==> config.mk <==
export PLATFORM = sky130hd
export DESIGN_NAME = char_buf_writer
export DESIGN_NICKNAME = d
export VERILOG_FILES = /design/src/rtl/char_buf_pkg.sv /design/src/rtl/char_buf_ram.sv /design/src/rtl/char_buf_writer.sv
export SDC_FILE = /design/constraint.sdc
export NUM_CORES = 2
export LEC_CHECK = 0
export ABC_AREA = 1
export CAP_MARGIN = 20
export CORE_ASPECT_RATIO = 1.75
export CORE_MARGIN = 1
export CORE_UTILIZATION = 45
export CTS_CLUSTER_SIZE = 24
export DETAILED_ROUTE_END_ITERATION = 8
export SLEW_MARGIN = 20
export SYNTH_ARGS = -nofsm -noshare
export SYNTH_HDL_FRONTEND = slang
export SYNTH_SLANG_ARGS = --single-unit
==> constraint.sdc <==
create_clock -name clk -period 37.3 [get_ports clk]
set_clock_uncertainty 0.15 [all_clocks]
set_input_delay 11.19 -clock clk [delete_from_list [all_inputs] [get_ports clk]]
set_output_delay 11.19 -clock clk [all_outputs]
set_load 0.03 [all_outputs]
==> src/rtl/char_buf_pkg.sv <==
// Shared constants for the writable 16x16 character buffer.
// Holds the grid geometry, the control-code values, the FSM state encodings
// and a small helper that classifies printable bytes.
package char_buf_pkg;

    localparam int COLS  = 16;
    localparam int ROWS  = 16;
    localparam int DEPTH = COLS * ROWS;

    localparam logic [7:0] CH_CR     = 8'h0D;
    localparam logic [7:0] CH_LF     = 8'h0A;
    localparam logic [7:0] CH_BS     = 8'h08;
    localparam logic [7:0] CH_FF     = 8'h0C;
    localparam logic [7:0] PRINT_MIN = 8'h20;
    localparam logic [7:0] PRINT_MAX = 8'h7E;

    // Code left behind by a backspace (always a space, independent of CLEAR_CHAR)
    localparam logic [6:0] BLANK_CHAR = 7'h20;

    // FSM state encodings
    localparam logic [0:0] ST_CLEAR = 1'b0;
    localparam logic [0:0] ST_IDLE  = 1'b1;

    // True for bytes that are stored at the cursor; bit 7 set is never printable
    function automatic logic is_printable(input logic [7:0] c);
        return (c >= PRINT_MIN) && (c <= PRINT_MAX);
    endfunction

endpackage

==> src/rtl/char_buf_ram.sv <==
// 256 x 7 character storage: one synchronous write port and one registered
// read port. A read and a write to the same address in the same cycle return
// the old contents (read-before-write). Contents are not reset; the writer
// defines them by running its clear sequence after every reset.
module char_buf_ram
    import char_buf_pkg::*;
(
    input  logic       clk,
    input  logic       rst_n,
    input  logic       i_we,
    input  logic [7:0] i_waddr,
    input  logic [6:0] i_wdata,
    input  logic [7:0] i_raddr,
    output logic [6:0] o_rdata
);

    logic [6:0] r_mem [0:DEPTH-1];
    logic [6:0] r_rdata;

    // Storage array write; no reset so this maps onto block RAM
    always_ff @(posedge clk) begin
        if (i_we) begin
            r_mem[i_waddr] <= i_wdata;
        end
    end

    // Registered read, samples the array before this cycle's write lands
    always_ff @(posedge clk or negedge rst_n) begin
        if (!rst_n) begin
            r_rdata <= 7'h00;
        end else begin
            r_rdata <= r_mem[i_raddr];
        end
    end

    assign o_rdata = r_rdata;

endmodule

==> src/rtl/char_buf_writer.sv <==
// Fill side of the 16x16 text grid. Takes an ASCII byte stream (valid/ready),
// stores printable codes at a hardware cursor and handles CR, LF, BS and FF.
// The read port (char_xy -> char_code, one cycle latency) matches the fixed
// char ROM so the renderer can use this block as a drop-in text source.
// Optional feature macro CHAR_BUF_CURSOR_EN: blinking "_" overlay drawn at the
// cursor position, toggling every BLINK_DIV cycles.
module char_buf_writer
    import char_buf_pkg::*;
#(
    parameter logic [6:0] CLEAR_CHAR = 7'h20
`ifdef CHAR_BUF_CURSOR_EN
    ,
    parameter int BLINK_DIV = 2**24
`endif
) (
    input  logic       clk,
    input  logic       rst_n,
    input  logic       in_valid,
    output logic       in_ready,
    input  logic [7:0] in_char,
    input  logic [7:0] char_xy,
    output logic [6:0] char_code,
    output logic [7:0] cursor_xy,
    output logic       busy
);

    logic [0:0] r_state;
    logic [7:0] r_clr_addr;
    logic [7:0] r_cursor;

    logic       w_accept;
    logic       w_we;
    logic [7:0] w_waddr;
    logic [6:0] w_wdata;
    logic [6:0] w_ram_rdata;

    assign w_accept = in_valid && (r_state == ST_IDLE);

    // Select the single RAM write for this cycle: clear sweep, printable or backspace blank
    always_comb begin
        w_we    = 1'b0;
        w_waddr = r_clr_addr;
        w_wdata = CLEAR_CHAR;
        if (r_state == ST_CLEAR) begin
            w_we = 1'b1;
        end else if (w_accept) begin
            if (is_printable(in_char)) begin
                w_we    = 1'b1;
                w_waddr = r_cursor;
                w_wdata = in_char[6:0];
            end else if ((in_char == CH_BS) && (r_cursor[3:0] != 4'h0)) begin
                w_we    = 1'b1;
                w_waddr = {r_cursor[7:4], r_cursor[3:0] - 4'h1};
                w_wdata = BLANK_CHAR;
            end else begin
                w_we = 1'b0;
            end
        end else begin
            w_we = 1'b0;
        end
    end

    // Control FSM: 256-cycle clear sweep, then byte interpretation and cursor motion
    always_ff @(posedge clk or negedge rst_n) begin
        if (!rst_n) begin
            r_state    <= ST_CLEAR;
            r_clr_addr <= 8'h00;
            r_cursor   <= 8'h00;
        end else begin
            case (r_state)
                ST_CLEAR: begin
                    r_clr_addr <= r_clr_addr + 8'h01;
                    if (r_clr_addr == 8'hFF) begin
                        r_state  <= ST_IDLE;
                        r_cursor <= 8'h00;
                    end
                end
                ST_IDLE: begin
                    if (w_accept) begin
                        if (is_printable(in_char)) begin
                            r_cursor <= r_cursor + 8'h01;
                        end else begin
                            case (in_char)
                                CH_CR: r_cursor[3:0] <= 4'h0;
                                CH_LF: r_cursor      <= {r_cursor[7:4] + 4'h1, 4'h0};
                                CH_BS: begin
                                    if (r_cursor[3:0] != 4'h0) begin
                                        r_cursor[3:0] <= r_cursor[3:0] - 4'h1;
                                    end
                                end
                                CH_FF: begin
                                    r_state    <= ST_CLEAR;
                                    r_clr_addr <= 8'h00;
                                    r_cursor   <= 8'h00;
                                end
                                default: ; // unsupported control or bit7 set: discard
                            endcase
                        end
                    end
                end
                default: begin
                    r_state    <= ST_CLEAR;
                    r_clr_addr <= 8'h00;
                end
            endcase
        end
    end

    char_buf_ram u_ram (
        .clk     (clk),
        .rst_n   (rst_n),
        .i_we    (w_we),
        .i_waddr (w_waddr),
        .i_wdata (w_wdata),
        .i_raddr (char_xy),
        .o_rdata (w_ram_rdata)
    );

    assign in_ready  = (r_state == ST_IDLE);
    assign busy      = (r_state == ST_CLEAR);
    assign cursor_xy = r_cursor;

`ifdef CHAR_BUF_CURSOR_EN
    localparam int         DIV_W        = (BLINK_DIV > 1) ? $clog2(BLINK_DIV) : 1;
    localparam logic [6:0] CURSOR_GLYPH = 7'h5F;

    logic [DIV_W-1:0] r_blink_cnt;
    logic             r_phase;
    logic             r_ovl;

    // Free-running blink divider, phase flips once per BLINK_DIV cycles
    always_ff @(posedge clk or negedge rst_n) begin
        if (!rst_n) begin
            r_blink_cnt <= '0;
            r_phase     <= 1'b0;
        end else if (r_blink_cnt == DIV_W'(BLINK_DIV - 1)) begin
            r_blink_cnt <= '0;
            r_phase     <= ~r_phase;
        end else begin
            r_blink_cnt <= r_blink_cnt + DIV_W'(1);
        end
    end

    // Overlay decision registered alongside the RAM read so latency stays one cycle
    always_ff @(posedge clk or negedge rst_n) begin
        if (!rst_n) begin
            r_ovl <= 1'b0;
        end else begin
            r_ovl <= (char_xy == r_cursor) && r_phase && (r_state == ST_IDLE);
        end
    end

    assign char_code = r_ovl ? CURSOR_GLYPH : w_ram_rdata;
`else
    assign char_code = w_ram_rdata;
`endif

endmodule

After elaboration in Yosys (flattened, before gate mapping)

Memories as Yosys holds them, arrays and structs flattened. A register that Yosys moved wholly into a read port is not among the register bits.
Cells that the tools add are included.

Flip-flop bits (word level): 17
Memory bits (writable): 1792
Bits of input ports: 19
Output and inout bits: 17
Word-level logic and storage cells: 62
Memories: 1

$add $sub $neg: 4
Order comparisons: 2
Equal/unequal tests: 12
Multiplexer cells: 29
Bitwise logic cells: 1
Reduce and logical (&&, ||, !) cells: 9

Memory list:

| memory      | words | width | read ports | clocked after Yosys merged registers in | write ports | line               | RTL |
|---|---|---|---|---|---|---|---|
| u_ram.r_mem | 256   | 7     | 1          | 1                                       | 1           | char_buf_ram.sv:17 | `logic [6:0] r_mem [0:DEPTH-1];` |

Operators by type and width:

| kind                                                   | number |
|---|---|
| 2-to-1 mux 8 bit                                       | 10 |
| equality test 8 x 4 -> 1 bit (second input constant)   | 4 |
| one-hot mux 8 bit (2 select lines)                     | 2 |
| 2-to-1 mux 7 bit                                       | 3 |
| adder 8 x 1 -> 8 bit (second input constant)           | 2 |
| one-hot mux 4 bit (2 select lines)                     | 2 |
| 2-to-1 mux 1 bit                                       | 10 |
| equality test 8 bit (second input constant)            | 1 |
| >= comparator 8 x 6 -> 1 bit (second input constant)   | 1 |
| <= comparator 8 x 7 -> 1 bit (second input constant)   | 1 |
| inequality test 4 x 2 -> 1 bit (second input constant) | 2 |
| inequality test 2 x 1 -> 1 bit (second input constant) | 3 |
| AND reduction 3 bit                                    | 2 |
| adder 4 x 1 -> 4 bit (second input constant)           | 1 |
| 2-to-1 mux 4 bit                                       | 1 |
| inequality test 4 x 1 -> 1 bit (second input constant) | 1 |
| AND reduction 4 bit                                    | 1 |
| nonzero test 4 bit                                     | 1 |
| subtractor 4 x 1 -> 4 bit (second input constant)      | 1 |
| logical AND 1 bit                                      | 3 |
| OR reduction 3 bit                                     | 1 |
| inequality test 2 bit (second input constant)          | 1 |
| one-hot mux 1 bit (2 select lines)                     | 1 |
| zero test 1 bit                                        | 1 |
| inverter 1 bit                                         | 1 |

Depth between registers and ports, before layout

Depth in word-level cells: 8
Mapped depth: 15
Gate-level depth less buffers: 12

By module

From an unflattened synthesis, not the netlist that was laid out.

Cells, all modules: 6462
Area, all modules: 74859.3 um2

Modules (own cells, without submodules):

| module          | times used | cells an instance | area each (um2) | seq. area each (um2) |
|---|---|---|---|---|
| char_buf_ram    | 1          | 6217              | 73321.6         | 53986.8 |
| char_buf_writer | 1          | 245               | 1537.7          | 425.4 |

Least setup slack after synthesis

OpenSTA, ideal clock, no wires.

Kind: input -> register
Start: input port in_char[3]
End: memory u_ram.r_mem[0][5] (data pin)
Setup time: 1173 ps
Arrival time: 30585 ps
Required time: 35977 ps
Path slack: 5392 ps
Stages on the path: 8
Buffers on the path: 2
Path through: nand2_1 -> nor2_1 -> nand4_1 -> nand3_2 -> buf_4 -> clkbuf_1 -> nor3_1 -> nand2_1

Cells in the longest elaborated chain, start to end: 5
Elaborated cells between the ends (all ways): 6
Classes of those cells: order compare (2); mux (3); reduce/logical (1)

Ends and longest elaborated chain:

| item                                                                                | line                  | RTL |
|---|---|---|
| start: declaration                                                                  | char_buf_writer.sv:20 | `input logic [7:0] in_char,` |
| >= comparator 8 x 6 -> 1 bit / <= comparator 8 x 7 -> 1 bit (equally long branches) | char_buf_pkg.sv:26    | `return (c >= PRINT_MIN) && (c <= PRINT_MAX);` |
| logical AND 1 bit (*)                                                               | char_buf_pkg.sv:26    |  |
| 2-to-1 mux 7 bit (*)                                                                | char_buf_writer.sv:47 | `if (is_printable(in_char)) begin` |
| 2-to-1 mux 7 bit (*)                                                                | char_buf_writer.sv:46 | `end else if (w_accept) begin` |
| 2-to-1 mux 7 bit (*)                                                                | char_buf_writer.sv:44 | `if (r_state == ST_CLEAR) begin` |
| net u_ram.i_wdata[5]                                                                | char_buf_ram.sv:12    | `input logic [6:0] i_wdata,` |
| end: declaration                                                                    | char_buf_ram.sv:17    |  |

Mark *: on every way through the listed nets, which the timed path passes. The rest lies on a longest branch.

==> summary.md <==
| Metric | Value |
|---|---|
| Post-CTS Hold Fix Bufs | 0 |
| Port Buffers | 35 |
| Row count | 197 |
| Remaining antenna violation count after routing | 0 |
| Worst-Skew Late Latency | 0.81 ns |
| Reg-to-Reg End | u_ram.r_mem[181][5]$_DFFE_PP_ |
| WHS Path Cells | 1 |
| R2r setup slk | 32.57 ns |
| CTS Buf Count | 162 |
| # IOs | 36 |
| P&R area growth vs syn | 9.39% |
| Met1 Track Usage GR | 30.1% |
| Slew of the pin with the lowest slew margin | 1.26 ns |
| Unrepaired setup endpoints after global routing | false |
| Hpwl dp | 112000 um |
| Via density | 5.66 |
| Hold Vio Cnt, Final | 0 |
| Design area | 81400 um2 |
| R2r startpoint | in_ready$_DFF_PN0_ |
| Clock-pin slew on the worst setup and hold paths | 0.07 ns |
| GR peak layer | met2 |
| Setup TNS | 0 ns |
| Cell area after synthesis | 74400 um2 |
| Vias in the first global route | 47.0k |
| Post-Route WL | 204000 um |
| Worst Setup End Kind | flip-flop |
| Status | complete, but fails checks |
| Crit start category | input pin |
| DR vias | 48.3k |
| Gr ovfl total | 0 |
| Hold Crit Class | flip-flop to flip-flop |
| Fin cells | 8539 |
| First-pass GRT wire length | 300000 um |
| 1st-pass router iterations | 8 |
| Synth Area per Inst | 11.6 um2 |
| Initial DRC count | 4879 |
| DRC violations left | 1 |
| Slew Viols, Final | 0 |
| Final Wtd Congestion | 0.864 |
| Worst vdd ir | 0.0493 mV |
| Clock sink count | 1816 |
| Final Power | 4.38 mW |
| Die W | 309 um |
| Initial core utilization | 45.2% |
| Critical Path Start | char_xy[0] |
| Post-Synthesis Cells | 6400 |
| Maximum clock rate | 63.4 MHz |
| Pin count of the biggest net entering global routing | 214 |
| Clock root buffer master | clkbuf_16 |
| Tot GR Track Use | 24.2% |
| Minimum clock period | 15.78 ns |
| Core Area | 164000 um2 |
| FF/Latch Area | 54400 um2 |
| Synth Register Bits | 1816 |
| Post-cts sizing count | 0 |
| Wirelength per Cell | 23.9 um |
| Die Y | 540 um |
| Clk buf depth | 4 |
| GR Layer Usage met2 | 41.5% |
| Area of the multi-input gates | 18000 um2 |
| Synth warn | 0 |
| Arr. time, crit path | 16.37 ns |
| Htree depth | 4 |
| Critical setup path kind | input pin to flip-flop |
| Routing usage on met3 | 3.07% |
| Max cap viols | 0 |
| Placed cells | 8258 |
| Layout cell share with drive strength beyond 1 | 5.72% |
| Initial antenna violation count | 1 |
| Relative slew slack | 16.0% |
| Failing checks | DRC |
| Critical path capture point | u_ram.o_rdata[3]$_DFF_PN0_ |
| Hold_ws | 0.389 ns |
| Final period util | 42.3% |
| FF-to-FF path depth | 7 |
| Leakage | 28.6 nW |
| Syn nets | 6423 |
| Setup Viol. Count Final | 0 |
| DP Area | 76400 um2 |
| Nets | 6257 |
| # fillers | 14.2k |
| Setup bufs post-CTS | 0 |
| Crit Path Max Fanout | 167 |
| Distinct cells, synth | 36 |
| CTS tree | done |
| Register area share after synthesis | 73.1% |
| WP data required | 37.88 ns |
| PwrDens | 53.8 nW/um2 |
| Die ar. | 167000 um2 |
[power breakdown]
part	switching [mW]	internal [mW]
Sequential	0.0216	2.27
Combinational	0.367	0.102
Clock	0.726	0.892
Total	1.11	3.26
[sequential cells by signal (all words and copies together), names as in the netlist]
register	cells
u_ram.r_mem	1792
u_ram.o_rdata	7
cursor_xy	8
in_ready	1
r_clr_addr	8
[kinds of logic after synthesis]
family,after synthesis,share of synthesized area (%)
AND/OR/NAND/NOR,4052,23.7
XOR/XNOR,6,0.0706
flip-flops,1816,73.1
buffers and inverters,483,2.65
adder cells (fa/ha/maj),4,0.0673
AO/OA/AOI/OAI,39,0.353
[routing by layer]
layer	part of all wire [%]	up-vias
met3	6.4	451
met2	51	1812
met1	38	23801
met5	0	-
li1	-	22232
met4	5.1	0
[critical path: stages]
cell and delay, ns:
buf_8 0.23, inv_8 0.69, buf_12 0.58, buf_4 0.90, buf_4 0.93, nand2_1 0.13
nand3_1 0.12, nand3_1 0.08, nand3_1 0.16, nand3_1 0.26, nand2_1 0.15, nand2_1 0.06
nand3_1 0.15, nand3_1 0.20, nand2_1 0.14
[worst min path at each step]
stage / slack (ns) / startpoint / to
finish: 0.39 / r_clr_addr[0]$_DFFE_PN0P_ / r_clr_addr[0]$_DFFE_PN0P_
global placement: 0.38 / r_clr_addr[0]$_DFFE_PN0P_ / r_clr_addr[0]$_DFFE_PN0P_
detailed placement: 0.38 / r_clr_addr[1]$_DFFE_PN0P_ / r_clr_addr[1]$_DFFE_PN0P_
floorplan: 0.34 / r_clr_addr[1]$_DFFE_PN0P_ / r_clr_addr[1]$_DFFE_PN0P_
CTS: 0.39 / r_clr_addr[0]$_DFFE_PN0P_ / r_clr_addr[0]$_DFFE_PN0P_
global route: 0.41 / r_clr_addr[1]$_DFFE_PN0P_ / r_clr_addr[1]$_DFFE_PN0P_
[synthesized netlist by cell type]
library cell,n,area (um2)
a22o_1,1,8.76
nand3_1,1739,8700
nand4_1,9,56.3
or2_2,1,6.26
nor3_1,10,50.1
o21ai_0,15,75.1
o21ai_1,1,5.00
edfxtp_1,1792,53800
nand2_1,1968,7390
inv_2,12,45.0
clkinv_1,2,7.51
a31oi_1,1,6.26
o21ai_2,3,26.3
buf_2,54,270
nor3_2,1,10.0
inv_1,40,150
a22oi_1,1,7.51
o22ai_1,2,12.5
o32ai_1,2,17.5
buf_4,3,22.5
nand3_2,1,10.0
a21oi_1,8,40.0
o31ai_1,1,7.51
ha_1,4,50.1
buf_1,61,229
nand2_4,8,90.1
o21bai_1,1,7.51
dfrtp_1,24,601
xor2_1,6,52.6
nor2_1,276,1040
nand2_2,27,169
nor2_2,4,25.0
o21ai_4,3,48.8
buf_6,11,124
clkbuf_1,300,1130
nor2_4,8,90.1
[layout by cell type (no fill, tap or decap), types with 15 or more instances in the layout]
master,Yosys,layout
buf_4,3,52
clkdlybuf4s50_1,0,30
clkinv_1,2,40
o21ai_0,15,15
nand2_2,27,27
edfxtp_1,1792,1792
clkinv_2,0,33
clkbuf_1,300,24
nand3_1,1739,1739
dfrtp_1,24,24
clkbuf_16,0,165
inv_1,40,38
nor2_1,276,276
nand2_1,1968,1967
[final cells by class]
cell class	count	share of cell area, %
inverter	54	0.281
antenna	1	0.00308
tap	2189	3.37
timing repair buffer	99	1.23
multi-input combinational	4101	22.2
sequential	1816	66.9
clock buffer	190	5.20
clock inverter	89	0.878
[stage by stage]
step           utilization, %  setup slack [ns]
3_5_place_dp             46.5             20.75
6_report                 49.5             21.52
3_3_place_gp             46.5             20.82
5_1_grt                  49.5             21.22
4_1_cts                  49.5             21.56
2_1_floorplan               -              5.39
Power figures use the tool's default switching activity.
